<file path="config.mk">
export PLATFORM = sky130hd
export DESIGN_NAME = force_pkt_tx_buffer
export DESIGN_NICKNAME = d
export VERILOG_FILES = /design/src/rtl/force_pkt_tx_buffer.sv
export SDC_FILE = /design/constraint.sdc
export NUM_CORES = 1
export LEC_CHECK = 0
export CAP_MARGIN = 10
export CORE_MARGIN = 4
export CORE_UTILIZATION = 45
export CTS_CLUSTER_DIAMETER = 150
export DETAILED_ROUTE_END_ITERATION = 8
export PLACE_DENSITY_LB_ADDON = 0.12
export RECOVER_POWER = 50
export SETUP_SLACK_MARGIN = 0.3
export SKIP_LAST_GASP = 1
export SLEW_MARGIN = 10
export SYNTH_ARGS = -nofsm -noshare
export SYNTH_HDL_FRONTEND = slang
export SYNTH_SLANG_ARGS = --single-unit
</file>
<file path="constraint.sdc">
create_clock -name clk -period 5.9 [get_ports clk]
set_input_delay 0.59 -clock clk [delete_from_list [all_inputs] [get_ports clk]]
set_output_delay 0.59 -clock clk [all_outputs]
set_load 0.1 [all_outputs]
</file>
<file path="src/rtl/force_pkt_tx_buffer.sv">
// force_pkt_tx_buffer: egress FIFO between the cell-to-destination mapper and the ring router.
//
// Buffers force packets in a first-word-fall-through FIFO. Packets addressed to the local
// cell (HOME_CELL_ID) are discarded with a one-cycle self_drop pulse. A small FSM tracks
// the iteration: IDLE -> ACTIVE on the first accept, -> DRAIN once the last writeback is
// accepted, -> DONE when the FIFO has fully emptied, -> IDLE after one idle input cycle.
//
// Parameters:
//   HOME_CELL_ID  node ID of the local cell (self-address detection)
//   DEPTH         FIFO entries, power of 2, >= 2
//
// Ports:
//   clk, rst       clock, asynchronous active-high reset
//   pkt_in         packet from the mapper; pkt_in_valid / pkt_in_ready handshake
//   last_wb        marks pkt_in as the final writeback of the iteration
//   pkt_out        head packet to the router; pkt_out_valid / pkt_out_ready handshake
//   occupancy      number of stored entries (0..DEPTH)
//   self_drop      one-cycle pulse after a self-addressed packet is discarded
//   tx_done        high while in DONE
//   sent_count     (FORCE_PKT_TX_STATS_EN only) saturating count of transfers
//   drop_count     (FORCE_PKT_TX_STATS_EN only) saturating count of self drops
//
// Build option: define FORCE_PKT_TX_STATS_EN to add the sent_count/drop_count outputs.

package force_pkt_pkg;
    typedef struct packed {
        logic [7:0]  dest_id;
        logic [15:0] particle_id;
        logic [31:0] force_val;
    } packet_t;
endpackage

module force_pkt_tx_buffer
    import force_pkt_pkg::*;
#(
    parameter int unsigned HOME_CELL_ID = 0,
    parameter int unsigned DEPTH        = 8
) (
    input  logic                   clk,
    input  logic                   rst,
    input  packet_t                pkt_in,
    input  logic                   pkt_in_valid,
    output logic                   pkt_in_ready,
    input  logic                   last_wb,
    output packet_t                pkt_out,
    output logic                   pkt_out_valid,
    input  logic                   pkt_out_ready,
    output logic [$clog2(DEPTH):0] occupancy,
    output logic                   self_drop,
    output logic                   tx_done
`ifdef FORCE_PKT_TX_STATS_EN
    ,
    output logic [31:0]            sent_count,
    output logic [15:0]            drop_count
`endif
);

    localparam int unsigned PtrW = $clog2(DEPTH);
    localparam int unsigned OccW = PtrW + 1;
    localparam logic [7:0]  HomeId = 8'(HOME_CELL_ID);

    typedef enum logic [1:0] {StIdle, StActive, StDrain, StDone} state_e;

    state_e            state_q, state_d;
    logic [PtrW-1:0]   wr_ptr_q, rd_ptr_q;
    logic [OccW-1:0]   occ_q, occ_d;
    logic              valid_q;
    logic              init_q;   // holds pkt_in_ready low until the first edge after reset
    logic              drop_q;
    packet_t           mem [DEPTH];

    logic full, accept, is_self, store, drop, xfer;

    always_comb begin
        full         = (occ_q == OccW'(DEPTH));
        pkt_in_ready = init_q && !full && (state_q != StDone);
        accept       = pkt_in_valid && pkt_in_ready;
        is_self      = (pkt_in.dest_id == HomeId);
        store        = accept && !is_self;
        drop         = accept && is_self;
        xfer         = valid_q && pkt_out_ready;
        occ_d        = occ_q + OccW'(store) - OccW'(xfer);
    end

    // Next-state logic and FSM outputs.
    always_comb begin
        state_d = state_q;
        tx_done = 1'b0;
        unique case (state_q)
            StIdle: begin
                if (accept) state_d = last_wb ? StDrain : StActive;
            end
            StActive: begin
                if (accept && last_wb) state_d = StDrain;
            end
            StDrain: begin
                // Done once nothing will remain stored after this edge; covers a dropped
                // last packet or an already-empty FIFO.
                if (occ_d == '0) state_d = StDone;
            end
            StDone: begin
                tx_done = 1'b1;
                if (!pkt_in_valid) state_d = StIdle;
            end
            default: state_d = StIdle;
        endcase
    end

    always_ff @(posedge clk or posedge rst) begin
        if (rst) begin
            state_q  <= StIdle;
            wr_ptr_q <= '0;
            rd_ptr_q <= '0;
            occ_q    <= '0;
            valid_q  <= 1'b0;
            init_q   <= 1'b0;
            drop_q   <= 1'b0;
        end else begin
            state_q  <= state_d;
            wr_ptr_q <= wr_ptr_q + PtrW'(store);
            rd_ptr_q <= rd_ptr_q + PtrW'(xfer);
            occ_q    <= occ_d;
            valid_q  <= (occ_d != '0);
            init_q   <= 1'b1;
            drop_q   <= drop;
        end
    end

    // Storage needs no reset: nothing is visible unless valid_q is set.
    always_ff @(posedge clk) begin
        if (store) mem[wr_ptr_q] <= pkt_in;
    end

    // Head entry is held in registers, so pkt_out is stable while stalled.
    assign pkt_out       = valid_q ? mem[rd_ptr_q] : '0;
    assign pkt_out_valid = valid_q;
    assign occupancy     = occ_q;
    assign self_drop     = drop_q;

`ifdef FORCE_PKT_TX_STATS_EN
    logic [31:0] sent_q;
    logic [15:0] drop_cnt_q;

    always_ff @(posedge clk or posedge rst) begin
        if (rst) begin
            sent_q     <= '0;
            drop_cnt_q <= '0;
        end else begin
            if (xfer && (sent_q != '1))     sent_q     <= sent_q + 32'd1;
            if (drop && (drop_cnt_q != '1)) drop_cnt_q <= drop_cnt_q + 16'd1;
        end
    end

    assign sent_count = sent_q;
    assign drop_count = drop_cnt_q;
`endif

endmodule

</file>
# Word level (Yosys, flattened, before mapping)
# Memories as Yosys holds them, arrays and structs flattened.
# Index checks and enable logic that the tools add are counted.
[word_totals] wordCells=45 memories=1 output_inout_bits=64 ram_bits=448 ff_bits=15
[mem_list] name="mem" words=8 width=56 rd=1 rd_clocked_by_memory_dff=0 wr=1 line="70" source="packet_t mem [DEPTH];"
[classes] eq_ne=9 mux=10 reduce_logical=14 addsub=4
[ops] op="$mux 56" count=1
[ops] op="$mux 2" count=5
[ops] op="$ne 2x2->1 const B" count=5
[ops] op="$logic_not 8->1" count=1
[ops] op="$pmux 2 s4" count=1
[ops] op="$logic_and 1x1->1" count=7
[ops] op="$add 3x1->3" count=2
[ops] op="$add 4x1->4" count=1
[ops] op="$eq 2x2->1 const B" count=2
[ops] op="$eq 4x4->1 const B" count=1
[ops] op="$logic_not 4->1" count=1
[ops] op="$reduce_and 4->1" count=1
[ops] op="$reduce_bool 4->1" count=1
[ops] op="$sub 4x1->4" count=1
[ops] op="$mux 1" count=3
[ops] op="$eq 2x1->1 const B" count=1
[ops] op="$logic_not 1->1" count=2
[ops] op="$logic_not 2->1" count=1

# Logic depth before layout (Yosys ltp)
[logic_depth] ltp_word=11 ltp_mapped=13 depth_no_buf=13

# Worst setup path before layout
# OpenSTA, ideal clock, no wires.
[synth_timing] path_kind="reg-to-reg" from="reg occ_q[2] (netlist: occupancy[2])" to="mem mem[1][0] in the netlist's numbering, enable pin" t_required_ns=5.361 slack_ns=-0.265 stages_incl_launch_ff=7 arrival_time_ns=5.626 n_path_buf=0 setup_time_ns=0.539 cell_sequence="dfrtp_1 -> inv_1 -> ha_1 -> or3b_1 -> and3_1 -> nand3_1 -> nor3_1"
[synth_via] elab_chain_len=8
[synth_lines] item="from (decl)" line="66" source="logic [OccW-1:0] occ_q, occ_d;"
[synth_lines] item="from (signal assigned)" line="114" source="occ_q <= '0;"
[synth_lines] item="from (signal assigned)" line="122" source="occ_q <= occ_d;"
[synth_lines] item="$eq 4x4->1" line="75" source="full = (occ_q == OccW'(DEPTH));"
[synth_lines] item="$logic_not 1->1" line="76" source="pkt_in_ready = init_q && !full && (state_q != StDone);"
[synth_lines] item="$logic_and 1x1->1 (2 in series)" line="76"
[synth_lines] item="$logic_and 1x1->1" line="77" source="accept = pkt_in_valid && pkt_in_ready;"
[synth_lines] item="$logic_and 1x1->1" line="79" source="store = accept && !is_self;"
[synth_lines] item="$mux 1" line="131" source="if (store) mem[wr_ptr_q] <= pkt_in;"
[synth_lines] item="$mux 1 (not written as such)" line="131"
[synth_lines] item="to (decl)" line="70"
# Every way passes these cells.

==> impl_results.md <==
* Post-Route Setup TNS at 0 ns
* Synth Flop Type: edfxtp_1
* Yosys cell types at 34
* Final net count at roughly 1000
* # clock sinks at 463
* Final Core Density at 0.5384
* Clk Latency, worst-skew pair at 0.54 ns
* Worst slew pin tran at 1.707 ns
* Count of final max-slew check failures at 42
* GR Util met1 at 0.2446
* Total die area at ~43000 um^2
* Final worst-path cycle share at 0.7745
* Critical path arrival at roughly 4.0 ns
* R2R depth at 9
* CTS Buf Count at 47
* RePlAce Congestion at a little over 0.7
* Mapped Cells at 796
* Cells after DPL at roughly 1400
* Post-synth EDFFs at 448
* Total Wirelength at 36160 um
* Synth Cell Area at 18030 um^2
* Status: finished, violations left
* Global-route wire length before repair at roughly 55000 um
* GRT Total Usage at 0.1674
* TritonCTS clock tree: yes
* Req. time, crit path at between 5 and 6 ns
* Setup CP Type: flop to output port
* Synthesized Nets at between 800 and 900
* Asr flop ratio synth at 0.03240
* Max-cap viol count at 1
* PortBufs at between 100 and 150
* Max_slew headroom at -0.1380
* Vias/cell at ~5.4
* Min-Delay Path Class: flop to flop
* Die Wd at 208.1 um
* Starting DRT DRC Count at around 530
* Die Ht at between 200 and 250 um
* Post-CTS Resized at 0
* Final hold vios at 0
* Failing checks: capacitance limit, slew limit
* Final non-filler cell area at 21340 um^2
* FILL cells at 3115
* Layout cell share with drive strength beyond 1 at 0.1963
* Final worst path period need at between 4 and 5 ns
* Non-Filler Instances at 1509
* Clock Tree Buf Depth at 3
* FMAX at between 200 and 250 MHz
* Layout area overhead at 18.39%
* Io pins at 125
* GRT met2 Usage at 0.2677
* Reg2Reg Setup Slack at approximately 1.9 ns
* Vias in the first global route at a little under 9000
* H-tree Lvls at 2
* Post-DP HPWL at roughly 19000 um
* Grt total ovfl at 0
* GR peak layer: met2
* Clk_skew at between 0.015 and 0.02 ns
* Clock slew seen by the registers of the worst setup and hold paths at about 0.06 ns
* 1st-pass router iterations at 6
* Seq/Total Area, Yosys at 0.7671
* Clock Tree Root: clkbuf_16
* Initial Util at 0.4547
* Met3 GRT Util at 0.02970
* Mapped Avg Cell Area at 22.65 um^2
* CORE AREA at a little under 40000 um^2
* WL/cell at 23.97 um
* Hold_buf cts at 0
* Largest net degree at the start of global routing at 55
* Hold path cells at 1
* Site row count at 73
* Antenna violations before repair at 6
* CP cell instances: buf_4 -> nor2b_1 -> clkdlybuf4s50_1
* CP Capture Type: output port
* CP peak stage delay at around 1.5 ns
* RSZ-0062 raised after global routing: no
* # DRC at 0
* Yosys warns at 0
* Critical Path Fanout Max at between 40 and 50
* Setup bufs post-CTS at 0
* Post-route ant nets at 0
* Worst setup SP type: flop
* Final setup fails at 0
* DP Area at between 15000 and 20000 um^2
* Vias at between 8000 and 9000
* FF+latch count, synth at 463
* Slowest CP cell: dfrtp_1
## final cells by class
type	instances	area, um^2	area share
multi-input cells	285	3975	0.1863
inverters	10	37.54	0.001759
well taps	525	656.9	0.03078
flip-flops and latches	463	13840	0.6485
clock buffers	60	1267	0.05939
repair buffers	143	1446	0.06778
clock inverters	22	115.1	0.005394
diodes	1	2.502	0.0001173
## worst paths after layout
path,startpoint,end
worst max-delay path,pkt_out_valid$_DFF_PP0_,pkt_out[1]
worst min-delay path,wr_ptr_q[0]$_DFF_PP0_,wr_ptr_q[0]$_DFF_PP0_
worst max register to register,pkt_out_valid$_DFF_PP0_,state_q[1]$_DFFE_PP0P_
worst min register to register,wr_ptr_q[0]$_DFF_PP0_,wr_ptr_q[0]$_DFF_PP0_
max in group asynchronous,rst,rd_ptr_q[2]$_DFF_PP0_
min in group asynchronous,rst,self_drop$_DFF_PP0_
## placed cells by master (no fill, tap or decap), types with 2 or more instances in the layout
cell type,netlist,layout
a21oi_1,2,2
and2_0,0,2
and2_1,4,2
buf_12,0,5
buf_4,1,14
clkbuf_1,13,11
clkbuf_16,0,49
clkdlybuf4s50_1,0,67
clkinv_1,0,18
clkinv_2,0,2
dfrtp_1,15,12
dfrtp_4,0,3
dlygate4sd3_1,0,57
edfxtp_1,448,448
ha_1,14,14
inv_1,10,10
mux2i_1,59,59
mux4_2,112,112
nand2_1,3,3
nand2b_1,2,2
nand3_1,3,3
nor2_1,6,3
nor2_4,0,3
nor2b_1,58,58
nor3_4,0,2
nor4_1,2,2
or3b_1,2,2
xor2_1,3,3
## routing by layer
layer	share of wire	routed length [um]
met1	0.45	16440
met2	0.48	17510
met3	0.042	1508
met4	0.019	674
met5	0.0011	39
## worst max-delay path, delay by kind of cell, from the launching register on
family | cells | cell delay, ns
buffers and inverters | 2 | 1.66
flip-flops | 1 | 1.48
AND/OR/NAND/NOR | 1 | 0.30
## state kept, by name, summed over array words and instances, names as in the netlist
name and flops:
mem 448, occupancy 4, rd_ptr_q 3, wr_ptr_q 3, state_q 2, init_q 1, pkt_out_valid 1, self_drop 1
## synthesized netlist by cell type, drive strengths merged, types with 2 or more instances
master | instances | area share
edfxtp | 448 | 0.75
mux4 | 112 | 0.14
mux2i | 59 | 0.033
nor2b | 58 | 0.020
buf | 25 | 0.010
dfrtp | 15 | 0.021
ha | 14 | 0.0097
clkbuf | 13 | 0.0027
inv | 10 | 0.0021
nor2 | 6 | 0.0012
and2 | 4 | 0.0014
nand2 | 3 | 0.00062
nand3 | 3 | 0.00083
nor3 | 3 | 0.00083
xor2 | 3 | 0.0015
a21oi | 2 | 0.00056
nand2b | 2 | 0.00069
nor4 | 2 | 0.00069
or3b | 2 | 0.00097
## logic make-up (layout without fill, tap and decap cells)
logic type,Yosys count,count (layout),share of synthesized area
AOI/OAI and AO/OA,7,7,0.003332
and+or+nand+nor,87,87,0.02901
other,1,2,0.0002080
adders and majority gates,15,15,0.01083
xor gates and xnor gates,4,4,0.001944
muxes,171,171,0.1727
buffers and inverters,48,235,0.01485
DFF,463,463,0.7671
## through the flow
| step | hold slack [ns] | worst slack [ns] |
|---|---|---|
| final | 0.5340 | 1.331 |
| after global routing | 0.5615 | 1.048 |
| after CTS | 0.4100 | 1.381 |
| after detailed placement | 0.5255 | 1.781 |
| after global placement | 0.5209 | 1.817 |
| after floorplan | 0.4731 | 1.232 |
Power is left out: the tool's default activity adds up to more than one toggle a clock period on the data nets, which glitch-free logic cannot reach.
